===== src/rtl/cuckoo_pkg.sv =====
// rtl/cuckoo_pkg.sv - shared constants and types for the cuckoo hash table paths
// Purpose: table geometry, request opcodes, lookup FSM states and table selects.
// Ports: none (package).
package cuckoo_pkg;

  localparam int KEY_W = 32;
  localparam int DEPTH = 20;
  localparam int IDX_W = 5;

  typedef enum logic {
    OP_LOOKUP = 1'b0,
    OP_DELETE = 1'b1
  } op_e;

  typedef enum logic [2:0] {
    S_IDLE,
    S_P1,
    S_C1,
    S_P2,
    S_C2,
    S_DEL,
    S_RSP
  } state_e;

  localparam logic TBL1 = 1'b0;
  localparam logic TBL2 = 1'b1;

endpackage


===== src/rtl/cuckoo_index.sv =====
// rtl/cuckoo_index.sv - combinational slot hashes for both cuckoo tables
// Purpose: maps a key to its table-1 slot i1 and table-2 slot i2.
// Ports:
//   key  in   KEY_W  key to hash
//   i1   out  IDX_W  ((key mod DEPTH)^3) mod DEPTH
//   i2   out  IDX_W  (((key < 32) ? 2^key : 0) + key, truncated to KEY_W) mod DEPTH
module cuckoo_index #(
  parameter int KEY_W = 32,
  parameter int DEPTH = 20,
  parameter int IDX_W = 5
) (
  input  logic [KEY_W-1:0] key,
  output logic [IDX_W-1:0] i1,
  output logic [IDX_W-1:0] i2
);

  // Residue is below 2^IDX_W, so its cube always fits in 3*IDX_W bits.
  localparam int CW = 3 * IDX_W;

  logic [CW-1:0]    res;
  logic [CW-1:0]    cube;
  logic [KEY_W-1:0] pow_term;
  logic [KEY_W-1:0] sum;

  assign res  = CW'(key % KEY_W'(DEPTH));
  assign cube = res * res * res;
  assign i1   = IDX_W'(cube % CW'(DEPTH));

  // Power term only exists for small keys and wraps with the sum at KEY_W bits.
  assign pow_term = (key < KEY_W'(32)) ? (KEY_W'(1) << key[4:0]) : '0;
  assign sum      = pow_term + key;
  assign i2       = IDX_W'(sum % KEY_W'(DEPTH));

endmodule


===== src/rtl/cuckoo_lookup.sv =====
// rtl/cuckoo_lookup.sv - two-table cuckoo hash lookup/delete engine
// Purpose: probes table 1 then table 2 for a key, reports hit/miss, clears the
//          filled bit of the matching slot on a delete hit.
// Ports:
//   clk, rst_n                       clock, asynchronous active-low reset
//   req_valid/req_ready/req_op/req_key  request handshake, opcode and key
//   tbl_rd_en/sel/addr               table read port (data one cycle later)
//   tbl_rd_data/tbl_rd_filled        stored key and filled bit
//   tbl_clr_en/sel/addr              one-cycle filled-bit clear strobe
//   rsp_valid/rsp_ready              response handshake
//   rsp_hit/rsp_sel/rsp_idx          result: found flag, table and slot
module cuckoo_lookup #(
  parameter int KEY_W = 32,
  parameter int DEPTH = 20,
  parameter int IDX_W = 5
) (
  input  logic             clk,
  input  logic             rst_n,
  input  logic             req_valid,
  output logic             req_ready,
  input  logic             req_op,
  input  logic [KEY_W-1:0] req_key,
  output logic             tbl_rd_en,
  output logic             tbl_rd_sel,
  output logic [IDX_W-1:0] tbl_rd_addr,
  input  logic [KEY_W-1:0] tbl_rd_data,
  input  logic             tbl_rd_filled,
  output logic             tbl_clr_en,
  output logic             tbl_clr_sel,
  output logic [IDX_W-1:0] tbl_clr_addr,
  output logic             rsp_valid,
  input  logic             rsp_ready,
  output logic             rsp_hit,
  output logic             rsp_sel,
  output logic [IDX_W-1:0] rsp_idx
);

  import cuckoo_pkg::*;

  state_e           state;
  op_e              op_q;
  logic [KEY_W-1:0] key_q;
  logic [IDX_W-1:0] i1;
  logic [IDX_W-1:0] i2;
  logic             hit_q;
  logic             sel_q;
  logic [IDX_W-1:0] idx_q;
  logic             match;

  cuckoo_index #(
    .KEY_W (KEY_W),
    .DEPTH (DEPTH),
    .IDX_W (IDX_W)
  ) u_index (
    .key (key_q),
    .i1  (i1),
    .i2  (i2)
  );

  // The filled bit gates the compare so stale data in an emptied slot never hits.
  assign match = tbl_rd_filled && (tbl_rd_data == key_q);

  always_ff @(posedge clk or negedge rst_n) begin
    if (!rst_n) begin
      state <= S_IDLE;
      op_q  <= OP_LOOKUP;
      key_q <= '0;
      hit_q <= 1'b0;
      sel_q <= TBL1;
      idx_q <= '0;
    end else begin
      case (state)
        S_IDLE: begin
          if (req_valid) begin
            key_q <= req_key;
            op_q  <= op_e'(req_op);
            state <= S_P1;
          end
        end
        S_P1: state <= S_C1;
        S_C1: begin
          if (match) begin
            hit_q <= 1'b1;
            sel_q <= TBL1;
            idx_q <= i1;
            state <= (op_q == OP_DELETE) ? S_DEL : S_RSP;
          end else begin
            state <= S_P2;
          end
        end
        S_P2: state <= S_C2;
        S_C2: begin
          if (match) begin
            hit_q <= 1'b1;
            sel_q <= TBL2;
            idx_q <= i2;
            state <= (op_q == OP_DELETE) ? S_DEL : S_RSP;
          end else begin
            hit_q <= 1'b0;
            sel_q <= TBL1;
            idx_q <= '0;
            state <= S_RSP;
          end
        end
        S_DEL: state <= S_RSP;
        S_RSP: if (rsp_ready) state <= S_IDLE;
        default: state <= S_IDLE;
      endcase
    end
  end

  // Port strobes are pure state decodes; addresses come from registered state.
  assign req_ready    = (state == S_IDLE);
  assign tbl_rd_en    = (state == S_P1) || (state == S_P2);
  assign tbl_rd_sel   = (state == S_P2);
  assign tbl_rd_addr  = (state == S_P1) ? i1 : (state == S_P2) ? i2 : '0;
  assign tbl_clr_en   = (state == S_DEL);
  assign tbl_clr_sel  = (state == S_DEL) ? sel_q : TBL1;
  assign tbl_clr_addr = (state == S_DEL) ? idx_q : '0;
  assign rsp_valid    = (state == S_RSP);
  assign rsp_hit      = hit_q;
  assign rsp_sel      = sel_q;
  assign rsp_idx      = idx_q;

endmodule


===== config.mk =====
export PLATFORM = sky130hd
export DESIGN_NAME = cuckoo_lookup
export DESIGN_NICKNAME = d
export VERILOG_FILES = /design/src/rtl/cuckoo_pkg.sv /design/src/rtl/cuckoo_index.sv /design/src/rtl/cuckoo_lookup.sv
export SDC_FILE = /design/constraint.sdc
export NUM_CORES = 1
export LEC_CHECK = 0
export BUFFER_PORTS_ARGS = -buffer_cell sky130_fd_sc_hd__buf_2
export CORE_MARGIN = 4
export CORE_UTILIZATION = 59
export CTS_CLUSTER_SIZE = 25
export DETAILED_ROUTE_END_ITERATION = 16
export PLACE_DENSITY_LB_ADDON = 0.05
export SYNTH_ARGS = -nofsm -noshare
export SYNTH_HDL_FRONTEND = slang
export SYNTH_HIERARCHICAL = 1
export SYNTH_SLANG_ARGS = --single-unit

===== constraint.sdc =====
create_clock -name clk -period 19.65 [get_ports clk]
set_input_delay 0 -clock clk [delete_from_list [all_inputs] [get_ports clk]]
set_output_delay 0 -clock clk [all_outputs]
set_load 0.01 [all_outputs]

==> flow_summary.html <==
<table>
<tr><th>Metric</th><th>Value</th></tr>
<tr><th colspan="2">Status</th></tr>
<tr><td>Outcome</td><td>finished with violations</td></tr>
<tr><td>Violations in the final reports</td><td>negative setup slack</td></tr>
<tr><th colspan="2">Critical path</th></tr>
<tr><td>Critical path's slowest cell</td><td>or4_4</td></tr>
<tr><td>Most numerous cell on the critical path</td><td>fa_1</td></tr>
<tr><td>Worst stage delay on the critical path</td><td>560 ps</td></tr>
<tr><td>Maximum net fanout on the critical path</td><td>6</td></tr>
<tr><td>CP Capture Type</td><td>output port</td></tr>
<tr><td>Type of the worst setup path</td><td>register to output port</td></tr>
<tr><td>Arr. time, crit path</td><td>20450 ps</td></tr>
<tr><td>Required time of the critical path</td><td>19650 ps</td></tr>
<tr><td>Startpoint type of the worst setup path</td><td>register</td></tr>
<tr><th colspan="2">GRT</th></tr>
<tr><td>First-pass GRT wire length</td><td>85700 microns</td></tr>
<tr><td>Maximum number of pins on one net before global-route repair</td><td>44</td></tr>
<tr><td>All-Layer GR Usage</td><td>0.327</td></tr>
<tr><td>GRT overflow</td><td>0</td></tr>
<tr><td>Number of global-route vias before repair</td><td>17700</td></tr>
<tr><td>Number of antenna violations at the first check in global routing</td><td>1</td></tr>
<tr><th colspan="2">Synthesis</th></tr>
<tr><td>Most frequently used flop master after synthesis</td><td>dfrtp_1</td></tr>
<tr><td>Post-Synth XOR/XNOR Area</td><td>0.0770</td></tr>
<tr><td>Post-synth EDFFs</td><td>0</td></tr>
<tr><td>Post-synth ARST share</td><td>1.00</td></tr>
<tr><td>Mean Syn Cell Area</td><td>7.72 sq um</td></tr>
<tr><td>Syn Inst Count</td><td>2148</td></tr>
<tr><td>Most used standard cell by instance count after synthesis</td><td>nor2_1</td></tr>
<tr><td>Area fraction in and, or, nand and nor cells after synthesis</td><td>0.237</td></tr>
<tr><td>Synthesis Warnings</td><td>6</td></tr>
<tr><td>Register area share after synthesis</td><td>0.0649</td></tr>
<tr><td>Multiplexer share of the synthesized area</td><td>0.0457</td></tr>
<tr><td>Flip-flop and latch count after synthesis</td><td>43</td></tr>
<tr><td>Largest cells by area after synthesis</td><td>fa_1 14%, ha_1 8.8%, dfrtp_1 6.5%</td></tr>
<tr><td>Count of distinct cell types in the synthesized netlist</td><td>125</td></tr>
<tr><td>Cell area after synthesis</td><td>0.0166 sq mm</td></tr>
<tr><td>Post-synth top area share</td><td>0.139</td></tr>
<tr><td>Largest family of logic cells by synthesized area</td><td>compound AO/OA/AOI/OAI gates</td></tr>
<tr><td>Cell type with the highest aggregate area in the netlist</td><td>fa_1</td></tr>
<tr><td>Arithmetic-cell share of the synthesized area counting full adders, half adders and majority gates</td><td>0.229</td></tr>
<tr><td>Top cells by instance count after synthesis</td><td>198 x nor2_1, 197 x inv_1, 155 x nand2_1, 117 x ha_1, 115 x fa_1</td></tr>
<tr><td>Post-synthesis compound-gate area fraction</td><td>0.275</td></tr>
<tr><th colspan="2">Timing</th></tr>
<tr><td>Period Utilization, post-route</td><td>1.04</td></tr>
<tr><td>Minimum clock period</td><td>20450 ps</td></tr>
<tr><td>Maximum clock frequency</td><td>0.0489 GHz</td></tr>
<tr><td>Final slew viol count</td><td>0</td></tr>
<tr><td>Final hold slack</td><td>36.1 ps</td></tr>
<tr><td>Number of hold violations in the final report</td><td>0</td></tr>
<tr><td>Unrepaired setup endpoints after global routing</td><td>true</td></tr>
<tr><td>Worst Tran Pin Value</td><td>1160 ps</td></tr>
<tr><td>Worst clock skew on the final layout</td><td>13.5 ps</td></tr>
<tr><td>Worst slew slack as a fraction of its limit</td><td>0.218</td></tr>
<tr><td>Setup-failing EPs final</td><td>6</td></tr>
<tr><td>Worst setup margin</td><td>-796 ps</td></tr>
<tr><th colspan="2">Placed design</th></tr>
<tr><td>Place WS</td><td>-992 ps</td></tr>
<tr><td>Half-perimeter wire length of the detailed placement result</td><td>38400 microns</td></tr>
<tr><td>Number of I/O port buffers</td><td>92</td></tr>
<tr><td>Final RePlAce weighted congestion</td><td>0.928</td></tr>
<tr><th colspan="2">Floorplan</th></tr>
<tr><td>Chip Height</td><td>176 microns</td></tr>
<tr><td>Num ports</td><td>93</td></tr>
<tr><td>Placeable core area</td><td>0.0278 sq mm</td></tr>
<tr><td>Number of rows created at floorplan</td><td>61</td></tr>
<tr><td>Initial core utilization</td><td>0.597</td></tr>
<tr><td>Die footprint</td><td>0.0308 sq mm</td></tr>
<tr><td>Die boundary width</td><td>176 microns</td></tr>
<tr><th colspan="2">Route</th></tr>
<tr><td>Count of nets left with antenna violations after detail routing</td><td>0</td></tr>
<tr><td>Total via count after detailed routing</td><td>18300</td></tr>
<tr><td>Total iterations of the first detailed-routing run</td><td>5</td></tr>
<tr><td>Total detailed-routing wirelength</td><td>52800 microns</td></tr>
<tr><td>Count of unresolved DRC violations after routing</td><td>0</td></tr>
<tr><td>Starting DRT DRC Count</td><td>1680</td></tr>
<tr><td>Wire per inst</td><td>17.8 microns</td></tr>
<tr><td>Via density per instance</td><td>6.18</td></tr>
<tr><th colspan="2">CTS</th></tr>
<tr><td>Clock buffer count from CTS</td><td>5</td></tr>
<tr><td>CTS clock-pin slew for the worst setup and hold paths</td><td>80 ps</td></tr>
<tr><td>Clock latency on the worst-skew pair</td><td>320 ps</td></tr>
<tr><td>Maximum buffer depth of the clock tree</td><td>2</td></tr>
<tr><td>TritonCTS sink count</td><td>43</td></tr>
<tr><td>Root Driver</td><td>clkbuf_16</td></tr>
<tr><td>Clock tree from TritonCTS</td><td>built</td></tr>
<tr><td>Number of levels the H-tree was split into</td><td>2</td></tr>
<tr><th colspan="2">Hold path</th></tr>
<tr><td>Hold crit path type</td><td>input pin to register</td></tr>
<tr><th colspan="2">Final layout</th></tr>
<tr><td>Net total in the final layout</td><td>2888</td></tr>
<tr><td>Synthesis-to-layout area growth</td><td>30.7%</td></tr>
<tr><td>Fraction of layout instances using a drive strength above 1</td><td>0.269</td></tr>
<tr><td>Final core utilization</td><td>0.780</td></tr>
<tr><th colspan="2">Flow run</th></tr>
<tr><td>MaxCap Viol Count</td><td>0</td></tr>
</table>
[kinds of logic after synthesis]
| group | Yosys count |
|---|---|
| xor+xnor | 145 |
| buf+inv | 294 |
| other cells | 2 |
| compound gates | 602 |
| fa+ha+maj | 235 |
| simple gates | 757 |
| mux | 70 |
| flops | 43 |
[final timing paths]
kind	from	to	slack, ps	cells past startpoint
setup / recovery	key_q[29]$_DFFE_PN0P_	tbl_rd_addr[3]	-800	93
min in group asynchronous	rst_n	key_q[19]$_DFFE_PN0P_	440	2
hold reg to reg	rsp_sel$_DFFE_PN0P_	rsp_sel$_DFFE_PN0P_	550	1
setup reg to reg	key_q[29]$_DFFE_PN0P_	rsp_idx[4]$_DFFE_PN0P_	-780	97
max in group asynchronous	rst_n	key_q[29]$_DFFE_PN0P_	18460	2
hold / removal	rsp_ready	state[1]$_DFFE_PN0P_	40	4
[cells in the final DEF (no fill, tap or decap), drive strengths merged, types with 35 or more instances in the layout]
cell type,n
fa,115
o211ai,36
xnor2,115
and2,52
inv,198
mux2,42
buf,384
o21ai,81
nor2,202
dfrtp,43
nand3,68
ha,117
nand4,35
a21oi,92
nand2,156
conb,112
nor3,62
a31oi,36
[worst max-delay path, delay by kind of cell, from the launching register on]
| kind | cells | cell delay (ps) |
|---|---|---|
| fa+ha+maj | 14 | 4790 |
| xor+xnor | 4 | 640 |
| buf+inv | 18 | 2000 |
| flops | 1 | 440 |
| compound gates | 31 | 7180 |
| simple gates | 25 | 4880 |
| mux | 1 | 160 |
[cell type report]
type                       instances  area, sq um
antenna                            1         2.50
clock buffer                       5          125
clock inverter                     3         46.3
fill                            2009         6110
inverter                         198          746
multi-input combinational       1921        16100
sequential                        43         1080
tap                              378          473
timing repair buffer             417         3120
[per-layer routing]
layer | up-vias | track usage | wire [microns]
met4 | 0 | 0.0984 | 1630
met5 | - | 0 | 0
met3 | 139 | 0.0400 | 3590
li1 | 8636 | - | -
met1 | 8748 | 0.424 | 21800
met2 | 795 | 0.573 | 25700
[state kept, by name (all words and copies together) (netlist names)]
name / flops
key_q: 32
rsp_idx: 5
state: 3
op_q: 1
rsp_hit: 1
rsp_sel: 1
[per-stage QoR]
stage | cell area [sq um] | setup TNS (ps) | cells
finish | 21700 | -4390 | 2966
global placement | 19100 | -3170 | 2831
detailed placement | 19100 | -5680 | 2831
global route | 21700 | -9680 | 2966
floorplan | 17100 | 0 | 2258
CTS | 21000 | -1730 | 2938
[timing repair]
item	4_1_cts	5_1_grt
hold buffers	33	0
endpoints found under the hold margin	75	0
cloned	1	0
pin swaps	132	56
setup endpoints to repair	6	6
resized for setup	173	94
setup buffers	66	28
Power is not shown: default switching activity piles up to over one toggle a cycle in this logic, so the estimate is an artifact.
